--- config.mk ---
export PLATFORM = sky130hd
export DESIGN_NAME = des_sbox_serial_flat
export DESIGN_NICKNAME = d
export VERILOG_FILES = /design/src/rtl/des_pkg.sv /design/src/rtl/des_sbox_serial_if.sv /design/src/rtl/des_sbox_unit.sv /design/src/rtl/des_sbox_serial.sv /design/src/flat_wrapper.sv
export SDC_FILE = /design/constraint.sdc
export NUM_CORES = 1
export LEC_CHECK = 0
export CORE_MARGIN = 10
export CORE_UTILIZATION = 45
export DETAILED_ROUTE_END_ITERATION = 7
export GPL_TIMING_DRIVEN = 0
export PLACE_DENSITY = 0.71
export SYNTH_ARGS = -nofsm -noshare
export SYNTH_HDL_FRONTEND = slang
export SYNTH_HIERARCHICAL = 1
export SYNTH_SLANG_ARGS = --single-unit
--- constraint.sdc ---
create_clock -name clk -period 4.9 [get_ports clk]
set_input_delay 0.98 -clock clk [delete_from_list [all_inputs] [get_ports clk]]
set_output_delay 0.98 -clock clk [all_outputs]
set_load 0.05 [all_outputs]
--- src/rtl/des_pkg.sv ---
// rtl/des_pkg.sv - DES S-box tables, lookup helper and control state encoding.
package des_pkg;

    typedef enum logic [1:0] {
        IDLE = 2'd0,
        BUSY = 2'd1,
        DONE = 2'd2
    } state_e;

    // Row index = {group-1, row}; each row holds columns 0..15, column 0 in the top nibble.
    localparam logic [63:0] SBOX_ROWS [0:31] = '{
        64'hE4D12FB83A6C5907, 64'h0F74E2D1A6CB9538, 64'h41E8D62BFC973A50, 64'hFC8249175B3EA06D,
        64'hF18E6B34972DC05A, 64'h3D47F28EC01A69B5, 64'h0E7BA4D158C6932F, 64'hD8A13F42B67C05E9,
        64'hA09E63F51DC7B428, 64'hD70934A6285ECBF1, 64'hD6498F30B12C5AE7, 64'h1AD069874FE3B52C,
        64'h7DE3069A1285BC4F, 64'hD8B56F03472C1AE9, 64'hA690CB7DF13E5284, 64'h3F06A1D8945BC72E,
        64'h2C417AB6853FD0E9, 64'hEB2C47D150FA3986, 64'h421BAD78F9C5630E, 64'hB8C71E2D6F09A453,
        64'hC1AF92680D34E75B, 64'hAF427C9561DE0B38, 64'h9EF528C3704A1DB6, 64'h432C95FABE17608D,
        64'h4B2EF08D3C975A61, 64'hD0B7491AE35C2F86, 64'h14BDC37EAF680592, 64'h6BD814A7950FE23C,
        64'hD2846FB1A93E50C7, 64'h1FD8A374C56B0E92, 64'h7B419CE206ADF358, 64'h21E74A8DFC90356B
    };

    // g is the zero-based group; six = {b1,b2,b3,b4,b5,b6}.
    function automatic logic [3:0] sbox_lookup(input logic [2:0] g, input logic [5:0] six);
        logic [63:0] row;
        logic [5:0]  lsb;
        row = SBOX_ROWS[{g, six[5], six[0]}];
        lsb = {~six[4:1], 2'b00};
        return row[lsb +: 4];
    endfunction

endpackage

--- src/rtl/des_sbox_serial_if.sv ---
// rtl/des_sbox_serial_if.sv - Input and output handshakes of the serial S-box stage.
interface des_sbox_serial_if;
    logic        in_valid;
    logic        in_ready;
    logic [48:0] data_in;
    logic [48:0] subkey;
    logic        out_valid;
    logic        out_ready;
    logic [32:0] data_out;

    modport master (
        output in_valid, data_in, subkey, out_ready,
        input  in_ready, out_valid, data_out
    );

    modport slave (
        input  in_valid, data_in, subkey, out_ready,
        output in_ready, out_valid, data_out
    );
endinterface

--- src/rtl/des_sbox_unit.sv ---
// rtl/des_sbox_unit.sv - Combinational lookup of one S-box group selected by index.
module des_sbox_unit
    import des_pkg::*;
(
    input  logic [2:0] grp,
    input  logic [5:0] six,
    output logic [3:0] nib
);
    assign nib = sbox_lookup(grp, six);
endmodule

--- src/rtl/des_sbox_serial.sv ---
// rtl/des_sbox_serial.sv - Key mix plus time-multiplexed S1..S8 substitution, handshaked in and out.
module des_sbox_serial
    import des_pkg::*;
#(
    parameter int SBOX_PER_CYCLE = 1
) (
    input  logic clk,
    input  logic rst,
    des_sbox_serial_if.slave bus
);
    localparam int NSTEP = 8 / SBOX_PER_CYCLE;

    generate
        if (!(SBOX_PER_CYCLE == 1 || SBOX_PER_CYCLE == 2 ||
              SBOX_PER_CYCLE == 4 || SBOX_PER_CYCLE == 8)) begin : g_bad_param
            $error("des_sbox_serial: SBOX_PER_CYCLE must be 1, 2, 4 or 8");
        end
    endgenerate

    state_e          state_q, state_d;
    logic [2:0]      step_q, step_d;
    logic [7:0][5:0] x_q, x_d;
    logic [7:0][3:0] res_q, res_d;
    logic [7:0][3:0] dout_q, dout_d;
    logic            out_valid_q, out_valid_d;

    logic            in_ready_w;
    logic            accept;
    logic            last_step;
    logic [7:0][5:0] x_in;
    logic [2:0]      grp [SBOX_PER_CYCLE];
    logic [3:0]      nib [SBOX_PER_CYCLE];
    logic            unused_bits;

    assign unused_bits = bus.data_in[0] ^ bus.subkey[0];

    assign in_ready_w = !rst && ((state_q == IDLE) || (state_q == DONE && bus.out_ready));
    assign accept     = bus.in_valid && in_ready_w;
    assign last_step  = (step_q == 3'(NSTEP - 1));

    genvar j;
    generate
        for (j = 0; j < SBOX_PER_CYCLE; j++) begin : g_unit
            assign grp[j] = 3'(int'(step_q) * SBOX_PER_CYCLE + j);
            des_sbox_unit u_unit (
                .grp (grp[j]),
                .six (x_q[grp[j]]),
                .nib (nib[j])
            );
        end
    endgenerate

    // Regroup the mixed bits so x_in[g] = {b1..b6} of group g+1.
    always_comb begin
        x_in = '0;
        for (int g = 0; g < 8; g++) begin
            for (int k = 0; k < 6; k++) begin
                x_in[g][5-k] = bus.data_in[6*g+1+k] ^ bus.subkey[6*g+1+k];
            end
        end
    end

    always_comb begin
        state_d     = state_q;
        step_d      = step_q;
        x_d         = x_q;
        res_d       = res_q;
        dout_d      = dout_q;
        out_valid_d = out_valid_q;
        case (state_q)
            IDLE: begin
                if (accept) begin
                    x_d     = x_in;
                    res_d   = '0;
                    step_d  = '0;
                    state_d = BUSY;
                end
            end
            BUSY: begin
                for (int i = 0; i < SBOX_PER_CYCLE; i++) begin
                    res_d[grp[i]] = nib[i];
                end
                step_d = step_q + 3'd1;
                if (last_step) begin
                    step_d      = '0;
                    dout_d      = res_d;
                    out_valid_d = 1'b1;
                    state_d     = DONE;
                end
            end
            DONE: begin
                if (bus.out_ready) begin
                    out_valid_d = 1'b0;
                    state_d     = IDLE;
                    if (accept) begin
                        x_d     = x_in;
                        res_d   = '0;
                        step_d  = '0;
                        state_d = BUSY;
                    end
                end
            end
            default: begin
                state_d     = IDLE;
                out_valid_d = 1'b0;
            end
        endcase
    end

    always_ff @(posedge clk) begin
        if (rst) begin
            state_q     <= IDLE;
            step_q      <= '0;
            x_q         <= '0;
            res_q       <= '0;
            dout_q      <= '0;
            out_valid_q <= 1'b0;
        end else begin
            state_q     <= state_d;
            step_q      <= step_d;
            x_q         <= x_d;
            res_q       <= res_d;
            dout_q      <= dout_d;
            out_valid_q <= out_valid_d;
        end
    end

    // S-box nibble MSB lands on the lowest DES bit number of its 4-bit field.
    always_comb begin
        bus.data_out = '0;
        for (int g = 0; g < 8; g++) begin
            for (int k = 0; k < 4; k++) begin
                bus.data_out[4*g+1+k] = dout_q[g][3-k];
            end
        end
    end

    assign bus.in_ready  = in_ready_w;
    assign bus.out_valid = out_valid_q;

endmodule
--- src/flat_wrapper.sv ---
// flat-port wrapper written by rule: the top's interface ports become plain ports
module des_sbox_serial_flat import des_pkg::*;
#(
    parameter int SBOX_PER_CYCLE = 1
)
  (clk, rst, bus_in_valid, bus_data_in, bus_subkey, bus_out_ready, bus_in_ready, bus_out_valid, bus_data_out);
  des_sbox_serial_if bus_i ();
  input  logic clk;
  input  logic rst;
  input wire logic [$bits(bus_i.in_valid)-1:0] bus_in_valid;
  input wire logic [$bits(bus_i.data_in)-1:0] bus_data_in;
  input wire logic [$bits(bus_i.subkey)-1:0] bus_subkey;
  input wire logic [$bits(bus_i.out_ready)-1:0] bus_out_ready;
  output wire logic [$bits(bus_i.in_ready)-1:0] bus_in_ready;
  output wire logic [$bits(bus_i.out_valid)-1:0] bus_out_valid;
  output wire logic [$bits(bus_i.data_out)-1:0] bus_data_out;
  assign bus_i.in_valid = bus_in_valid;
  assign bus_i.data_in = bus_data_in;
  assign bus_i.subkey = bus_subkey;
  assign bus_i.out_ready = bus_out_ready;
  assign bus_in_ready = bus_i.in_ready;
  assign bus_out_valid = bus_i.out_valid;
  assign bus_data_out = bus_i.data_out;
  des_sbox_serial #(.SBOX_PER_CYCLE(SBOX_PER_CYCLE)) u_core (.clk(clk), .rst(rst), .bus(bus_i));
endmodule
==> reports/qor.csv <==
stage,metric,value,unit
run_status,status,"complete, no violations",
timing,final hold viol count,0,
placed_design,Post-DP Area,0.0110,mm²
synthesis,Syn Inst Count,1184,
pwr,static leakage,0.00410,µW
grt,initial antenna violation count,0,
synthesis,Synth Register Bits,118,
grt,largest net degree at the start of global routing,17,
synthesis,Synth Area in Simple Gates,18.2,%
pwr,worst vdd rail ir drop,242,µV
die,number of cell rows,52,
synthesis,post-synthesis xor/xnor area fraction,4.90,%
finish,# diodes,0,
worst_setup_path,CP Capture Type,flop,
detailed_routing,DR iter-0 viols,1875,
clocking,clk_lat worst skew,0.42,ns
timing,Hold WS,0.468,ns
synthesis,"Distinct cells, synth",83,
detailed_routing,drt wl/cell,31.0,µm
clocking,H-tree depth,4,
die,overall die area,0.0268,mm²
grt,met2 Use GR,56.5,%
detailed_routing,Final ANT Viol Nets,0,
die,core area,0.0203,mm²
grt,total grt overflow,0,
worst_setup_path,crit path launch type,flop,
worst_setup_path,"Req. time, crit path",5.18,ns
min_path,HP Class,flop to flop,
grt,Overall Global Routing Usage,36.3,%
grt,first-pass GRT wire length,73500,µm
clocking,CTS buffer count,17,
synthesis,Compound-Gate Fraction of Synth Area,32.6,%
clocking,clk buf depth,2,
detailed_routing,DRT Pass-1 Iters,8,
placed_design,Buffers on Ports,133,
clocking,clk root buf,clkbuf_16,
grt,busiest grt layer,met2,
timing,FMAX,205,MHz
timing,Clock Skews,0.0158,ns
finish,area grow syn2layout,27.9,%
die,Initial Util,45.8,%
clocking,CTS clock-pin slew for the worst setup and hold paths,0.06,ns
clocking,CTS sink cnt,118,
grt,met1 usage,41.5,%
finish,share of cells above drive strength 1,15.3,%
synthesis,ys flop type,dfxtp_1,
detailed_routing,DRC errors left,0,
grt,met3 Track Usage GR,11.2,%
timing,period utilization,99.5,%
synthesis,Ys Warns,6,
detailed_routing,DR vias/cell,7.13,
timing,Worst slew margin,31.6,%
timing,Period minus WS final,4.88,ns
worst_setup_path,Crit path arrival time,5.16,ns
placed_design,setup slack after placement,-1.55,ns
finish,final instance area,0.0119,mm²
timing,Setup-failing EPs final,0,
pwr,PD cells,296,mW/mm²
synthesis,multiplexer area fraction after synthesis,7.36,%
die,io pins,137,
synthesis,syn_area_per_cell,7.85,µm²
synthesis,largest family of logic cells by synthesized area,compound AO/OA/AOI/OAI gates,
placed_design,routability cong.,1.10,
clocking,CTS tree,done,
detailed_routing,detailed-route via count,11600,
timing,final worst slack,0.0240,ns
finish,"Net count, final",1459,
worst_setup_path,Crit Path Max Fanout,10,
synthesis,sequential area share after synthesis,25.4,%
die,die height,164,µm
synthesis,Synth Area in Adders,1.61,%
placed_design,post-DP HPWL,35900,µm
timing,setup_tns,0,ns
synthesis,synthesized area,0.00930,mm²
synthesis,Post-synth EDFFs,0,
worst_setup_path,critical path class,flop to flop,
detailed_routing,final wirelength,50400,µm
timing,worst slew pin tran,1.01,ns
grt,vias in the first global route,11500,
job,Max Cap Violations,0,
die,Die W,164,µm
synthesis,Syn Nets,1298,
synthesis,fraction of registers with async set/reset,0,%
timing,final slew viol count,0,
worst max-delay path, cell delays in order, from the launching register on:
cell	delay [ns]
dfxtp_4	0.37
buf_8	0.15
buf_12	0.16
mux4_2	0.51
mux2_4	0.33
buf_6	0.17
clkinvlp_4	0.11
ha_1	0.27
nand2b_2	0.26
buf_2	0.36
nand3_1	0.11
o311ai_0	0.26
o311ai_0	0.29
a41o_1	0.32
a31oi_1	0.19
a311oi_1	0.08
buf_4	0.22
nor2b_1	0.14
buf_2	0.21
nand3_1	0.13
o41ai_1	0.09
layout by cell type, fill, tap and decap left out, types with 6 or more instances in the layout:
master / synthesis / final
a21oi_1: 58 / 56
a211oi_1: 95 / 94
clkdlybuf4s50_1: 0 / 133
a311oi_1: 16 / 14
a221oi_1: 10 / 8
nand2b_1: 19 / 17
mux4_2: 11 / 11
o31ai_1: 6 / 6
a31oi_1: 65 / 63
nand2_1: 61 / 60
xnor2_1: 51 / 51
buf_4: 5 / 23
inv_1: 43 / 41
clkbuf_1: 55 / 46
o211ai_1: 14 / 14
buf_2: 62 / 57
buf_6: 9 / 10
o311ai_0: 14 / 13
clkbuf_16: 0 / 17
nor2b_1: 27 / 25
inv_6: 0 / 6
o41ai_1: 33 / 33
o21ai_0: 54 / 52
ha_1: 12 / 8
mux2i_1: 38 / 38
nand3b_1: 7 / 7
nand3_1: 57 / 56
and2_1: 12 / 12
dfxtp_1: 118 / 116
nor3_1: 26 / 24
nor2_1: 76 / 73
power by group:
group / switching, µW / total (µW) / internal [µW]
clock network: 504 / 1210 / 709
logic: 822 / 1290 / 466
registers: 26.4 / 1020 / 994
per-layer routing:
metal / part of all wire (%) / up-vias / wire length (µm)
li1: - / 4800 / -
met4: 9.3 / 0 / 4700
met3: 12 / 336 / 6260
met1: 35 / 5339 / 17600
met2: 43 / 1130 / 21900
met5: 0 / - / 0
synthesized netlist by cell type (4+ instances only):
cell type,instances,area (µm²)
a2111oi_0,5,43.8
a211o_1,5,43.8
a211oi_1,95,713
a21oi_1,58,290
a221oi_1,10,87.6
a311oi_1,16,140
a31oi_1,65,407
and2_1,12,75.1
buf_1,10,37.5
buf_2,62,310
buf_4,5,37.5
buf_6,9,101
clkbuf_1,55,206
dfxtp_1,118,2360
ha_1,12,150
inv_1,43,161
mux2_2,5,56.3
mux2i_1,38,380
mux4_2,11,248
nand2_1,61,229
nand2b_1,19,119
nand3_1,57,285
nand3b_1,7,52.6
nand4_1,5,31.3
nor2_1,76,285
nor2b_1,27,169
nor3_1,26,130
nor3b_1,6,45.0
nor4_1,4,25.0
o2111ai_1,4,35.0
o211ai_1,14,105
o21ai_0,54,270
o221ai_1,4,35.0
o22ai_1,5,31.3
o311a_1,4,40.0
o311ai_0,14,123
o31ai_1,6,45.0
o41ai_1,33,289
or2_2,4,25.0
or3_1,4,25.0
xnor2_1,51,447
worst paths after layout:
path	from	end	slack, ns	cells after the start
setup / recovery	u_core/step_q[0]	u_core/res_q[11]	0.02	20
hold / removal	u_core/res_q[17]	u_core/res_q[17]	0.47	2
setup reg to reg	u_core/step_q[0]	u_core/res_q[11]	0.02	20
hold reg to reg	u_core/res_q[17]	u_core/res_q[17]	0.47	2
stage by stage:
stage	utilization, %	power, µW	cells
2_1_floorplan	-	1690	1184
3_3_place_gp	54.0	2150	1587
3_5_place_dp	54.0	2140	1587
4_1_cts	57.7	3370	1618
5_1_grt	58.6	3590	1628
6_report	58.6	3520	1628
cells by family (layout without fill, tap and decap cells):
| family | after synthesis | count (layout) |
|---|---|---|
| AO/OA/AOI/OAI | 427 | 427 |
| AND/OR/NAND/NOR | 329 | 329 |
| buffers and inverters | 191 | 364 |
| flip-flops | 118 | 118 |
| multiplexers | 54 | 55 |
| XOR/XNOR | 52 | 52 |
| adder cells (fa/ha/maj) | 12 | 12 |
| other | 1 | 1 |
what timing repair did:
action	CTS	global route
resized for setup	54	35
endpoints found under the setup margin	64	55
buffers inserted	3	9
pin swaps	1	2
hold buffers	0	0
gates cloned	0	1
layout make-up:
cell class	count	area, µm²
clock buffers	18	429
well taps	270	338
plain buffers	141	807
flip-flops and latches	118	2370
clock inverters	14	138
repair buffers	145	1430
fillers	1721	8400
inverters	46	180
multi-input cells	876	6200
flip-flops by register name (all words and copies together) (netlist names):
name                  flops
u_core/bus.out_valid      1
u_core/res_q             32
u_core/x_q               48
u_core/state_q            2
u_core/step_q             3
u_core/bus.data_out      32
Note: power is estimated with default switching activity, not from simulation.
